[src/rtl/mem_rd_stream_if.sv]
// Memory read port plus downstream valid/ready stream for mem_rd_stream.
// master = the read controller, slave = memory and compute stage side.
interface mem_rd_stream_if #(
   parameter int RD_ADDR_WDT = 10,
   parameter int DATA_WDT    = 32
);
   logic [RD_ADDR_WDT-1:0] mem_rd_addr;
   logic                   mem_rd_en;
   logic [DATA_WDT-1:0]    mem_data_out;
   logic                   s_valid;
   logic [DATA_WDT-1:0]    s_data;
   logic                   s_last;
   logic                   s_ready;

   modport master (
      output mem_rd_addr, mem_rd_en, s_valid, s_data, s_last,
      input  mem_data_out, s_ready
   );

   modport slave (
      input  mem_rd_addr, mem_rd_en, s_valid, s_data, s_last,
      output mem_data_out, s_ready
   );
endinterface

[src/rtl/mem_rd_stream.sv]
// Read-side memory controller: walks an address range, issues one read per
// cycle under a credit limit, tracks the fixed read latency and streams the
// returned words out through a small first-word-fall-through buffer.
// Optional: define MEM_RD_STRIDE_EN to add a per-transfer address stride.
module mem_rd_stream #(
   parameter int RD_ADDR_WDT = 10,
   parameter int DATA_WDT    = 32,
   parameter int RD_LAT      = 3,
   parameter int FIFO_DEPTH  = 4,
   parameter int LEN_WDT     = RD_ADDR_WDT + 1
) (
   input  logic                   clk,
   input  logic                   rst,
   input  logic                   start,
   input  logic [RD_ADDR_WDT-1:0] base_addr,
   input  logic [LEN_WDT-1:0]     len,
`ifdef MEM_RD_STRIDE_EN
   input  logic [RD_ADDR_WDT-1:0] stride,
`endif
   output logic                   busy,
   output logic                   done,
   mem_rd_stream_if.master        bus
);

   localparam int PTR_W = (FIFO_DEPTH > 2) ? $clog2(FIFO_DEPTH) : 1;
   localparam int CNT_W = $clog2(FIFO_DEPTH + 1);

   typedef enum logic [1:0] {IDLE, ISSUE, DRAIN, FIN} state_t;

   state_t                 state;
   logic [RD_ADDR_WDT-1:0] addr;
   logic [RD_ADDR_WDT-1:0] step;
   logic [LEN_WDT-1:0]     len_q;
   logic [LEN_WDT-1:0]     iss_cnt;
   logic [LEN_WDT-1:0]     iss_nxt;
   logic [LEN_WDT-1:0]     ret_cnt;
   logic                   rd_en;
   logic [RD_LAT-1:0]      vpipe;
   logic [RD_LAT-1:0]      pipe_nxt;
   logic [DATA_WDT-1:0]    fifo_data [FIFO_DEPTH];
   logic                   fifo_last [FIFO_DEPTH];
   logic [PTR_W-1:0]       wr_ptr;
   logic [PTR_W-1:0]       rd_ptr;
   logic [CNT_W-1:0]       cnt;
   logic [CNT_W-1:0]       cnt_nxt;
   logic                   tail;
   logic                   tail_last;
   logic                   empty;
   logic                   full;
   logic                   push;
   logic                   pop;
   logic                   hs;
   logic                   credit_nxt;

   function automatic logic [PTR_W-1:0] ptr_inc(input logic [PTR_W-1:0] p);
      return (p == PTR_W'(FIFO_DEPTH - 1)) ? '0 : p + PTR_W'(1);
   endfunction

   assign tail      = vpipe[RD_LAT-1];
   assign tail_last = (ret_cnt == len_q - LEN_WDT'(1));
   assign empty     = (cnt == '0);
   assign full      = (cnt == CNT_W'(FIFO_DEPTH));

   // A returning word is presented directly when the buffer is empty, so the
   // first word reaches s_valid in the same cycle it leaves memory; it is only
   // written into the buffer if it is not consumed in that cycle.
   assign bus.s_valid = !empty || tail;
   assign bus.s_data  = !empty ? fifo_data[rd_ptr] : (tail ? bus.mem_data_out : '0);
   assign bus.s_last  = !empty ? fifo_last[rd_ptr] : (tail && tail_last);
   assign hs          = bus.s_valid && bus.s_ready;
   assign push        = tail && !(empty && bus.s_ready);
   assign pop         = hs && !empty;

   assign bus.mem_rd_en   = rd_en;
   assign bus.mem_rd_addr = addr;

   // Next-cycle view of issue count, latency pipe and buffer occupancy; the
   // registered read enable is decided from these so the credit rule
   // (in-flight reads + buffered words < FIFO_DEPTH) holds in the issue cycle.
   always_comb begin
      iss_nxt    = iss_cnt + LEN_WDT'(rd_en);
      pipe_nxt   = (vpipe << 1) | RD_LAT'(rd_en);
      cnt_nxt    = cnt + CNT_W'(push) - CNT_W'(pop);
      credit_nxt = ($countones(pipe_nxt) + int'(cnt_nxt)) < FIFO_DEPTH;
   end

   // Latency pipe, buffer pointers/occupancy and per-transfer return counter.
   always_ff @(posedge clk or posedge rst) begin
      if (rst) begin
         vpipe   <= '0;
         wr_ptr  <= '0;
         rd_ptr  <= '0;
         cnt     <= '0;
         ret_cnt <= '0;
      end else begin
         vpipe <= pipe_nxt;
         cnt   <= cnt_nxt;
         if (push) wr_ptr <= ptr_inc(wr_ptr);
         if (pop)  rd_ptr <= ptr_inc(rd_ptr);
         if (state == IDLE && start) ret_cnt <= '0;
         else if (tail)              ret_cnt <= ret_cnt + LEN_WDT'(1);
      end
   end

   // Buffer storage; contents are only meaningful behind the occupancy count.
   always_ff @(posedge clk) begin
      if (push) begin
         fifo_data[wr_ptr] <= bus.mem_data_out;
         fifo_last[wr_ptr] <= tail_last;
      end
   end

   // Transfer sequencing with registered busy/done/read-enable/address.
   always_ff @(posedge clk or posedge rst) begin
      if (rst) begin
         state   <= IDLE;
         busy    <= 1'b0;
         done    <= 1'b0;
         rd_en   <= 1'b0;
         addr    <= '0;
         step    <= '0;
         len_q   <= '0;
         iss_cnt <= '0;
      end else begin
         done    <= 1'b0;
         iss_cnt <= iss_nxt;
         if (rd_en) addr <= addr + step;
         case (state)
            IDLE: begin
               if (start) begin
                  len_q   <= len;
                  addr    <= base_addr;
                  iss_cnt <= '0;
`ifdef MEM_RD_STRIDE_EN
                  step    <= stride;
`else
                  step    <= RD_ADDR_WDT'(1);
`endif
                  if (len == '0) begin
                     state <= FIN;
                     done  <= 1'b1;
                  end else begin
                     state <= ISSUE;
                     busy  <= 1'b1;
                     rd_en <= credit_nxt;
                  end
               end
            end
            ISSUE: begin
               if (iss_nxt == len_q) begin
                  state <= DRAIN;
                  rd_en <= 1'b0;
               end else begin
                  rd_en <= credit_nxt;
               end
            end
            DRAIN: begin
               if (hs && bus.s_last) begin
                  state <= FIN;
                  busy  <= 1'b0;
                  done  <= 1'b1;
               end
            end
            FIN:     state <= IDLE;
            default: state <= IDLE;
         endcase
      end
   end

   a_no_overflow: assert property (@(posedge clk) disable iff (rst) !(push && full));

endmodule
[src/flat_wrapper.sv]
// flat-port wrapper written by rule: the top's interface ports become plain ports
module mem_rd_stream_flat 
#(
   parameter int RD_ADDR_WDT = 10,
   parameter int DATA_WDT    = 32,
   parameter int RD_LAT      = 3,
   parameter int FIFO_DEPTH  = 4,
   parameter int LEN_WDT     = RD_ADDR_WDT + 1
)
  (clk, rst, start, base_addr, len, busy, done, bus_mem_rd_addr, bus_mem_rd_en, bus_s_valid, bus_s_data, bus_s_last, bus_mem_data_out, bus_s_ready);
  mem_rd_stream_if #(.RD_ADDR_WDT(RD_ADDR_WDT), .DATA_WDT(DATA_WDT)) bus_i ();
  input  logic clk;
  input  logic rst;
  input  logic start;
  input  logic [RD_ADDR_WDT-1:0] base_addr;
  input  logic [LEN_WDT-1:0] len;
  output logic busy;
  output logic done;
  output wire logic [$bits(bus_i.mem_rd_addr)-1:0] bus_mem_rd_addr;
  output wire logic [$bits(bus_i.mem_rd_en)-1:0] bus_mem_rd_en;
  output wire logic [$bits(bus_i.s_valid)-1:0] bus_s_valid;
  output wire logic [$bits(bus_i.s_data)-1:0] bus_s_data;
  output wire logic [$bits(bus_i.s_last)-1:0] bus_s_last;
  input wire logic [$bits(bus_i.mem_data_out)-1:0] bus_mem_data_out;
  input wire logic [$bits(bus_i.s_ready)-1:0] bus_s_ready;
  assign bus_mem_rd_addr = bus_i.mem_rd_addr;
  assign bus_mem_rd_en = bus_i.mem_rd_en;
  assign bus_s_valid = bus_i.s_valid;
  assign bus_s_data = bus_i.s_data;
  assign bus_s_last = bus_i.s_last;
  assign bus_i.mem_data_out = bus_mem_data_out;
  assign bus_i.s_ready = bus_s_ready;
  mem_rd_stream #(.RD_ADDR_WDT(RD_ADDR_WDT), .DATA_WDT(DATA_WDT), .RD_LAT(RD_LAT), .FIFO_DEPTH(FIFO_DEPTH), .LEN_WDT(LEN_WDT)) u_core (.clk(clk), .rst(rst), .start(start), .base_addr(base_addr), .len(len), .busy(busy), .done(done), .bus(bus_i));
endmodule
[config.mk]
export PLATFORM = sky130hd
export DESIGN_NAME = mem_rd_stream_flat
export DESIGN_NICKNAME = d
export VERILOG_FILES = /design/src/rtl/mem_rd_stream_if.sv /design/src/rtl/mem_rd_stream.sv /design/src/flat_wrapper.sv
export SDC_FILE = /design/constraint.sdc
export NUM_CORES = 1
export LEC_CHECK = 0
export CAP_MARGIN = 40
export CORE_MARGIN = 5
export CORE_UTILIZATION = 40
export CTS_CLUSTER_SIZE = 16
export DETAILED_ROUTE_END_ITERATION = 12
export MAX_ROUTING_LAYER = met4
export PLACE_DENSITY_LB_ADDON = 0.2
export SETUP_SLACK_MARGIN = 0.2
export SYNTH_ARGS = -nofsm -noshare
export SYNTH_HDL_FRONTEND = slang
export SYNTH_SLANG_ARGS = --single-unit
[constraint.sdc]
create_clock -name clk -period 4.25 [get_ports clk]
set_clock_uncertainty 0.2 [all_clocks]
set_input_delay 0.85 -clock clk [delete_from_list [all_inputs] [get_ports clk]]
set_output_delay 0.85 -clock clk [all_outputs]
set_load 0.02 [all_outputs]
==> results.txt, run 1 <==
----------------------------------------------------
[Status]
  Status ... completed

[Floorplan]
  # rows ... between 50 and 60
  Floorplan die area ... roughly 25,000 um^2
  Top-level port count ... roughly 100
  Core area ... roughly 22,000 um^2
  Die extent in y ... between 150 and 200 um
  Initial core utilization ... between 40% and 50%
  Width of the chip ... 157 um

[Critical path]
  Data required time at the worst endpoint ... ~3.2 ns
  Worst Path Class, Setup ... flop to primary output
  Kind of end point of the critical path ... primary output
  Critical path fanouts, max ... 9
  Critical Path Source Type ... flop
  Data arrival time of the critical path ... about 2.9 ns

[GRT]
  Maximum number of pins on one net before global-route repair ... 35
  Wire length of the first global-routing pass ... ~30,000 um
  Sum of overflow across all layers after global routing ... 0
  Global Route Usage Sum ... between 10% and 20%
  Antenna violations before repair ... 0
  Number of global-route vias before repair ... ~5.6k

[Final layout]
  Number of fillers in the final layout ... roughly 1.9k
  Post-Route Utilization ... between 40% and 50%
  Ant. Diodes ... 0
  Post-synthesis to final-layout area growth ... 23.4%
  Most common library cell in the layout ignoring fill and taps ... sky130_fd_sc_hd__edfxtp_1
  Final net count ... 839
  Share of final-layout standard cells stronger than drive strength 1 ... between 10% and 20%
  Commonest cells after routing, fill and taps aside ... sky130_fd_sc_hd__edfxtp_1 (132), sky130_fd_sc_hd__nand2_1 (121), sky130_fd_sc_hd__clkdlybuf4s50_1 (102)

[Clock network]
  Deepest clock path buffer count ... 2
  Number of buffers created by CTS ... 17
  CTS tree ... done
  Hold-fix buffer count after cts ... 0
  Total number of H-tree levels ... 4
  Clock-pin slew on the worst setup and hold paths ... approximately 0.07 ns
  Buffer type at the clock tree root ... sky130_fd_sc_hd__clkbuf_16
  Setup fix buffers added after clock tree synthesis ... 0
  Sink count of the clock tree ... roughly 190
  Insertion delay to the later sink of the worst-skew pair ... roughly 0.43 ns

[STA]
  Hold Fails Final Rpt ... 0
  Tcrit/Tclk final ... around 92%
  Final-report max-slew violation count ... 0
  Final setup margin ... 0.321 ns
  Upper clock frequency limit ... ~250 MHz
  Slew at the pin closest to its max-slew limit ... 0.730 ns
  Setup tns final ... 0 ns
  Hold Worst Slack ... about 0.18 ns
  Unrepaired setup endpoints after global routing ... true
  Minimum period implied by the final worst setup slack ... about 3.9 ns
  Relative max-transition margin ... around half
  # setup viols final ... 0

[Min path]
  Kind of path behind the tightest hold check ... flop to flop

[Placed design]
  Worst setup slack before clock tree synthesis ... ~0.25 ns
  Post-DP HPWL ... between 10,000 and 15,000 um
  Gp weighted congestion ... around 0.83
  Number of I/O port buffers ... slightly above 100

[Synth]
  Post-synth EDFFs ... between 100 and 150
  Total nets after synthesis ... approximately 740
  Area share of the leading cell type in the synthesized netlist ... a little under half
  Share of flip-flops with an asynchronous set or reset after synthesis ... approximately 31%
  Ys flop type ... sky130_fd_sc_hd__edfxtp_1
  Post-synth design cell area ... 8700 um^2
  Syn avg cell area ... 13.2 um^2
  Ranking of synthesized cells by area ... sky130_fd_sc_hd__edfxtp_1 (46%), sky130_fd_sc_hd__dfrtp_1 (17%), sky130_fd_sc_hd__mux4_2 (8.5%)
  Cell type with the highest aggregate area in the netlist ... sky130_fd_sc_hd__edfxtp_1
  Number of unique standard cell types used by synthesis ... 56
  Cells after synthesis ... ~660
  Register bit count reported by yosys ... between 150 and 200
  Sequential element share of the synthesized area ... a little over three fifths
  Count of warnings emitted by yosys ... 0

[Pwr]
  Total power after layout ... roughly 7.9 mW
  Total power per unit cell area ... about 730 nW/um^2
  P_leak ... 4.05 nW
  IR Drop Worst-Case VDD ... around 0.37 mV

[Route]
  Antenna viol nets, final ... 0
  Detail-routed net length per standard cell ... roughly 17 um
  Via count ... roughly 5.5k
  Total wire length ... 18,500 um
  Initial detailed-routing violation count ... around 310
  Vias per std cell ... approximately 5.2
  Drt pass-1 iters ... 4
  DRC Markers ... 0

[Run]
  Number of max-capacitance violations reported ... 0

----------------------------------------------------
sequential cells by signal (all words and copies together), names as in the netlist:
register	count
u_core.bus.mem_rd_addr	10
u_core.bus.mem_rd_en	1
u_core.busy	1
u_core.cnt	3
u_core.done	1
u_core.fifo_data	128
u_core.fifo_last	4
u_core.iss_cnt	11
u_core.len_q	11
u_core.rd_ptr	2
u_core.ret_cnt	11
u_core.state	2
u_core.step	1
u_core.vpipe	3
u_core.wr_ptr	2
worst paths after layout:
check | from | end | slack [ns] | depth (start not counted)
max | u_core.len_q[2] | bus_s_last | 0.32 | 7
min | u_core.vpipe[1] | u_core.vpipe[2] | 0.18 | 0
max in group asynchronous | rst | u_core.len_q[0] | 2.65 | 3
min reg2reg | u_core.vpipe[1] | u_core.vpipe[2] | 0.18 | 0
min in group asynchronous | rst | u_core.bus.mem_rd_addr[6] | 0.52 | 2
max reg2reg | u_core.bus.mem_rd_en | u_core.state[1] | 0.81 | 10
cell families after synthesis:
group                    synth area share [%]
flip-flops                               62.5
AND/OR/NAND/NOR                          13.3
multiplexers                             9.73
adder cells (fa/ha/maj)                  2.96
buffers and inverters                    2.36
AO/OA/AOI/OAI                            4.10
XOR/XNOR                                 5.05
final cells by class:
type                    instances  area (um^2)  area share, %
inverters                      17         63.8          0.594
clock inverters                15          183           1.70
multi-input cells             416         3120           29.1
flip-flops and latches        191         5450           50.7
clock buffers                  17          425           3.96
well taps                     280          350           3.26
repair buffers                119         1150           10.7
power by group:
group	switching [mW]	internal, mW
logic	1.83	1.61
clock network	0.787	0.803
registers	0.349	2.48
timing repair:
action	in CTS	in global routing
pin swaps	0	1
gates cloned	0	0
resized for setup	6	8
setup endpoints to repair	1	3
stage by stage:
stage          std cells  area (um^2)
3_3_place_gp        1023        10100
4_1_cts             1055        10700
3_5_place_dp        1023        10100
5_1_grt             1055        10700
2_1_floorplan        659         8700
6_report            1055        10700
metal layers:
metal | vias up | global-route usage, % | part of all wire (%)
li1 | 2602 | - | -
met1 | 2739 | 21.2 | 46
met2 | 129 | 25.0 | 48
met3 | 20 | 3.11 | 5.3
met4 | 0 | 4.01 | 1.1
met5 | - | - | 0
synthesized netlist by cell type (2+ instances only):
library cell / number
sky130_fd_sc_hd__a21oi_1: 11
sky130_fd_sc_hd__o22ai_1: 2
sky130_fd_sc_hd__edfxtp_1: 132
sky130_fd_sc_hd__o211ai_1: 2
sky130_fd_sc_hd__mux2_2: 2
sky130_fd_sc_hd__nor4_1: 6
sky130_fd_sc_hd__a21o_1: 2
sky130_fd_sc_hd__xnor3_1: 2
sky130_fd_sc_hd__xor2_1: 23
sky130_fd_sc_hd__o21a_1: 2
sky130_fd_sc_hd__a31oi_1: 2
sky130_fd_sc_hd__dfrtp_1: 59
sky130_fd_sc_hd__nand2b_1: 4
sky130_fd_sc_hd__nor2b_1: 3
sky130_fd_sc_hd__clkbuf_1: 27
sky130_fd_sc_hd__buf_2: 2
sky130_fd_sc_hd__buf_1: 5
sky130_fd_sc_hd__nand4_1: 6
sky130_fd_sc_hd__mux2i_1: 7
sky130_fd_sc_hd__nand2_1: 121
sky130_fd_sc_hd__and2_1: 8
sky130_fd_sc_hd__xnor2_1: 22
sky130_fd_sc_hd__mux4_2: 33
sky130_fd_sc_hd__or3_1: 6
sky130_fd_sc_hd__nand3_1: 40
sky130_fd_sc_hd__and3_1: 9
sky130_fd_sc_hd__inv_1: 17
sky130_fd_sc_hd__nor3_1: 9
sky130_fd_sc_hd__o21ai_0: 19
sky130_fd_sc_hd__ha_1: 19
sky130_fd_sc_hd__nor2_1: 32
worst max-delay path, cell delays in order (launching register included):
cell                              delay [ns]
sky130_fd_sc_hd__dfrtp_1                0.50
sky130_fd_sc_hd__nor4_1                 0.58
sky130_fd_sc_hd__nor2_1                 0.09
sky130_fd_sc_hd__o31a_1                 0.27
sky130_fd_sc_hd__o32ai_2                0.36
sky130_fd_sc_hd__nor4_4                 0.09
sky130_fd_sc_hd__or2_2                  0.28
sky130_fd_sc_hd__clkdlybuf4s15_2        0.26
(Power assumes the default switching activity.)
==> inputs of run 2 (changes only) <==
--- a/config.mk
+++ b/config.mk
@@ -8,6 +8,7 @@
 export CAP_MARGIN = 40
 export CORE_MARGIN = 5
 export CORE_UTILIZATION = 40
+export CTS_BUF_LIST = sky130_fd_sc_hd__clkbuf_2 sky130_fd_sc_hd__clkbuf_4 sky130_fd_sc_hd__clkbuf_8
 export CTS_CLUSTER_SIZE = 16
 export DETAILED_ROUTE_END_ITERATION = 12
 export MAX_ROUTING_LAYER = met4
==> run 2 against run 1 <==
Net effect:
- global-route usage up 0.078 points
- non-clock buffer count unchanged
- largest power group unchanged
- setup slack worse by 0.040 ns
- utilization fell by 0.93 points
- routed wire length up 0.59%
- count of clock-buffer cells in the layout did not move
- worst hold slack better by 0.0057 ns
- cell area down 1.9%
- sequential share of layout area is 0.96 points higher
- via count barely moved
- sequential cell count did not move
- clock power decreased by 25%
==> results.txt, run 2 (synthesized netlist as in run 1, its figures left out) <==
----------------------------------------------------
[Status]
  Status ... completed

[Floorplan]
  # rows ... 54 (unchanged)
  Floorplan die area ... 24,800 um^2 (unchanged)
  Core area ... 21,600 um^2 (unchanged)
  Top-level port count ... 104 (unchanged)
  Initial core utilization ... 40.2% (unchanged)
  Die extent in y ... 157 um (unchanged)
  Width of the chip ... 157 um (unchanged)

[GRT]
  Wire length of the first global-routing pass ... 29,700 um (+0.14%)
  Sum of overflow across all layers after global routing ... 0 (unchanged)
  Number of global-route vias before repair ... 5,616 (+0.16%)
  Antenna violations before repair ... 0 (unchanged)
  Maximum number of pins on one net before global-route repair ... 35 (unchanged)
  Global Route Usage Sum ... 15.9% (+0.078 points)

[Route]
  Drt pass-1 iters ... 4 (unchanged)
  Antenna viol nets, final ... 0 (unchanged)
  DRC Markers ... 0 (unchanged)
  Via count ... 5,493 (+0.055%)
  Detail-routed net length per standard cell ... 17.6 um (+0.59%)
  Total wire length ... 18,600 um (+0.59%)
  Vias per std cell ... 5.21 (about the same)
  Initial detailed-routing violation count ... 293 (-3.9%)

[Clock network]
  Setup fix buffers added after clock tree synthesis ... 0 (unchanged)
  Buffer type at the clock tree root ... sky130_fd_sc_hd__clkbuf_8
  Clock-pin slew on the worst setup and hold paths ... 0.10 ns (+0.03 ns)
  CTS tree ... done
  Deepest clock path buffer count ... 2 (unchanged)
  Sink count of the clock tree ... 191 (unchanged)
  Total number of H-tree levels ... 4 (unchanged)
  Insertion delay to the later sink of the worst-skew pair ... 0.48 ns (+0.05 ns)
  Number of buffers created by CTS ... 17 (unchanged)

[Final layout]
  Post-route cell area ... 10,500 um^2 (-1.9%)
  Share of final-layout standard cells stronger than drive strength 1 ... 14.1% (unchanged)
  Commonest cells after routing, fill and taps aside ... sky130_fd_sc_hd__edfxtp_1 (132), sky130_fd_sc_hd__nand2_1 (121), sky130_fd_sc_hd__clkdlybuf4s50_1 (102)
  Most common library cell in the layout ignoring fill and taps ... sky130_fd_sc_hd__edfxtp_1
  Max reg flops ... 128 (unchanged)
  Ant. Diodes ... 0 (unchanged)
  Post-Route Utilization ... 48.8% (-0.93 points)
  Final net count ... 839 (unchanged)
  Most flops, register ... u_core.fifo_data
  Post-synthesis to final-layout area growth ... 21.1%

[Run]
  Number of max-capacitance violations reported ... 0 (unchanged)

[Critical path]
  Critical Path Source Type ... flop
  Data arrival time of the critical path ... 2.92 ns (+0.04 ns)
  Critical path fanouts, max ... 9 (unchanged)
  Data required time at the worst endpoint ... 3.20 ns (about the same)
  Kind of end point of the critical path ... primary output
  Worst Path Class, Setup ... flop to primary output

[Min path]
  Kind of path behind the tightest hold check ... flop to flop

[Placed design]
  Post-DP HPWL ... 12,200 um (unchanged)
  Number of I/O port buffers ... 103 (unchanged)
  Gp weighted congestion ... 0.834 (unchanged)
  Post-DP Area ... 10,100 um^2 (unchanged)

[Pwr]
  Power share of the combinational group ... 46.0% (+2.3 points)
  P_int ... 4.54 mW (-7.2%)
  Proportion of power drawn by flip-flops and latches ... 37.9% (+1.9 points)
  IR Drop Worst-Case VDD ... 0.366 mV (about the same)
  Switching Fraction ... 39.2% (+1.4 points)
  Clk network pwr share ... 16.1% (-4.1 points)
  Net Switching ... 2.93 mW (-1.3%)
  Total power per unit cell area ... 708 nW/um^2 (-3.1%)
  P_leak ... 3.96 nW (-2.3%)

[STA]
  Minimum period implied by the final worst setup slack ... 3.97 ns (+0.0398 ns)
  Unrepaired setup endpoints after global routing ... true
  Setup tns final ... 0 ns (unchanged)
  Upper clock frequency limit ... 252 MHz (-1.0%)
  Hold Fails Final Rpt ... 0 (unchanged)
  Final-report max-slew violation count ... 0 (unchanged)
  Tcrit/Tclk final ... 93.4% (+0.94 points)
  Slew at the pin closest to its max-slew limit ... 0.724 ns (-0.00694 ns)
  Relative max-transition margin ... 51.6% (+0.46 points)
  # setup viols final ... 0 (unchanged)

----------------------------------------------------
run 2: repair_timing:
action                                  4_1_cts  5_1_grt
pin swaps                                     1        1
gates resized for setup                       6        7
hold buffers                                  0        0
gates cloned                                  0        0
endpoints found under the setup margin        1       13
run 2: worst max-delay path: stages (launching register included):
cell	delay, ns
sky130_fd_sc_hd__dfrtp_1	0.39
sky130_fd_sc_hd__buf_4	0.17
sky130_fd_sc_hd__or3_1	0.43
sky130_fd_sc_hd__o21a_1	0.23
sky130_fd_sc_hd__nor3_1	0.34
sky130_fd_sc_hd__o32ai_2	0.16
sky130_fd_sc_hd__nor4_2	0.31
sky130_fd_sc_hd__or2_2	0.16
sky130_fd_sc_hd__clkdlybuf4s15_2	0.26
run 2: per-stage QoR:
stage / power (mW) / worst slack, ns / cells / hold WS [ns]
after CTS: 7.52 / 0.200 / 1055 / 0.186
after floorplan: 4.99 / 0.964 / 659 / 0.154
after global routing: 7.96 / 0.130 / 1055 / 0.202
after global placement: 6.21 / 0.311 / 1023 / 0.166
after detailed placement: 6.29 / 0.250 / 1023 / 0.162
final: 7.47 / 0.282 / 1055 / 0.183
run 2: power by group through the flow:
stage / clock network (mW) / registers [mW] / logic [mW]
floorplan: 0 / 2.76 / 2.24
global placement: 0 / 2.83 / 3.38
detailed placement: 0 / 2.86 / 3.43
CTS: 1.25 / 2.82 / 3.45
global route: 1.33 / 2.89 / 3.74
finish: 1.20 / 2.83 / 3.44
run 2: layout make-up:
cell class	count	area, um^2
fillers	1892	11100
repair buffers	119	1150
clock inverters	15	183
inverters	17	63.8
clock buffers	17	234
flip-flops and latches	191	5450
well taps	280	350
multi-input cells	416	3110
run 2: metal layers:
layer	track usage (%)	share of wire, %	vias up
li1	-	-	2594
met1	21.1	46	2756
met2	24.9	48	123
met3	3.68	4.8	20
met4	3.85	1.0	0
met5	-	0	-
run 2: path summary, 6_finish.rpt:
path,depth (start not counted),endpoint,start,slack (ns)
setup / recovery,8,bus_s_last,u_core.len_q[3],0.28
hold / removal,0,u_core.vpipe[2],u_core.vpipe[1],0.18
min in group asynchronous,2,u_core.bus.mem_rd_addr[6],rst,0.47
setup reg to reg,10,u_core.state[1],u_core.bus.mem_rd_en,0.81
max in group asynchronous,3,u_core.len_q[0],rst,2.71
hold reg to reg,0,u_core.vpipe[2],u_core.vpipe[1],0.18
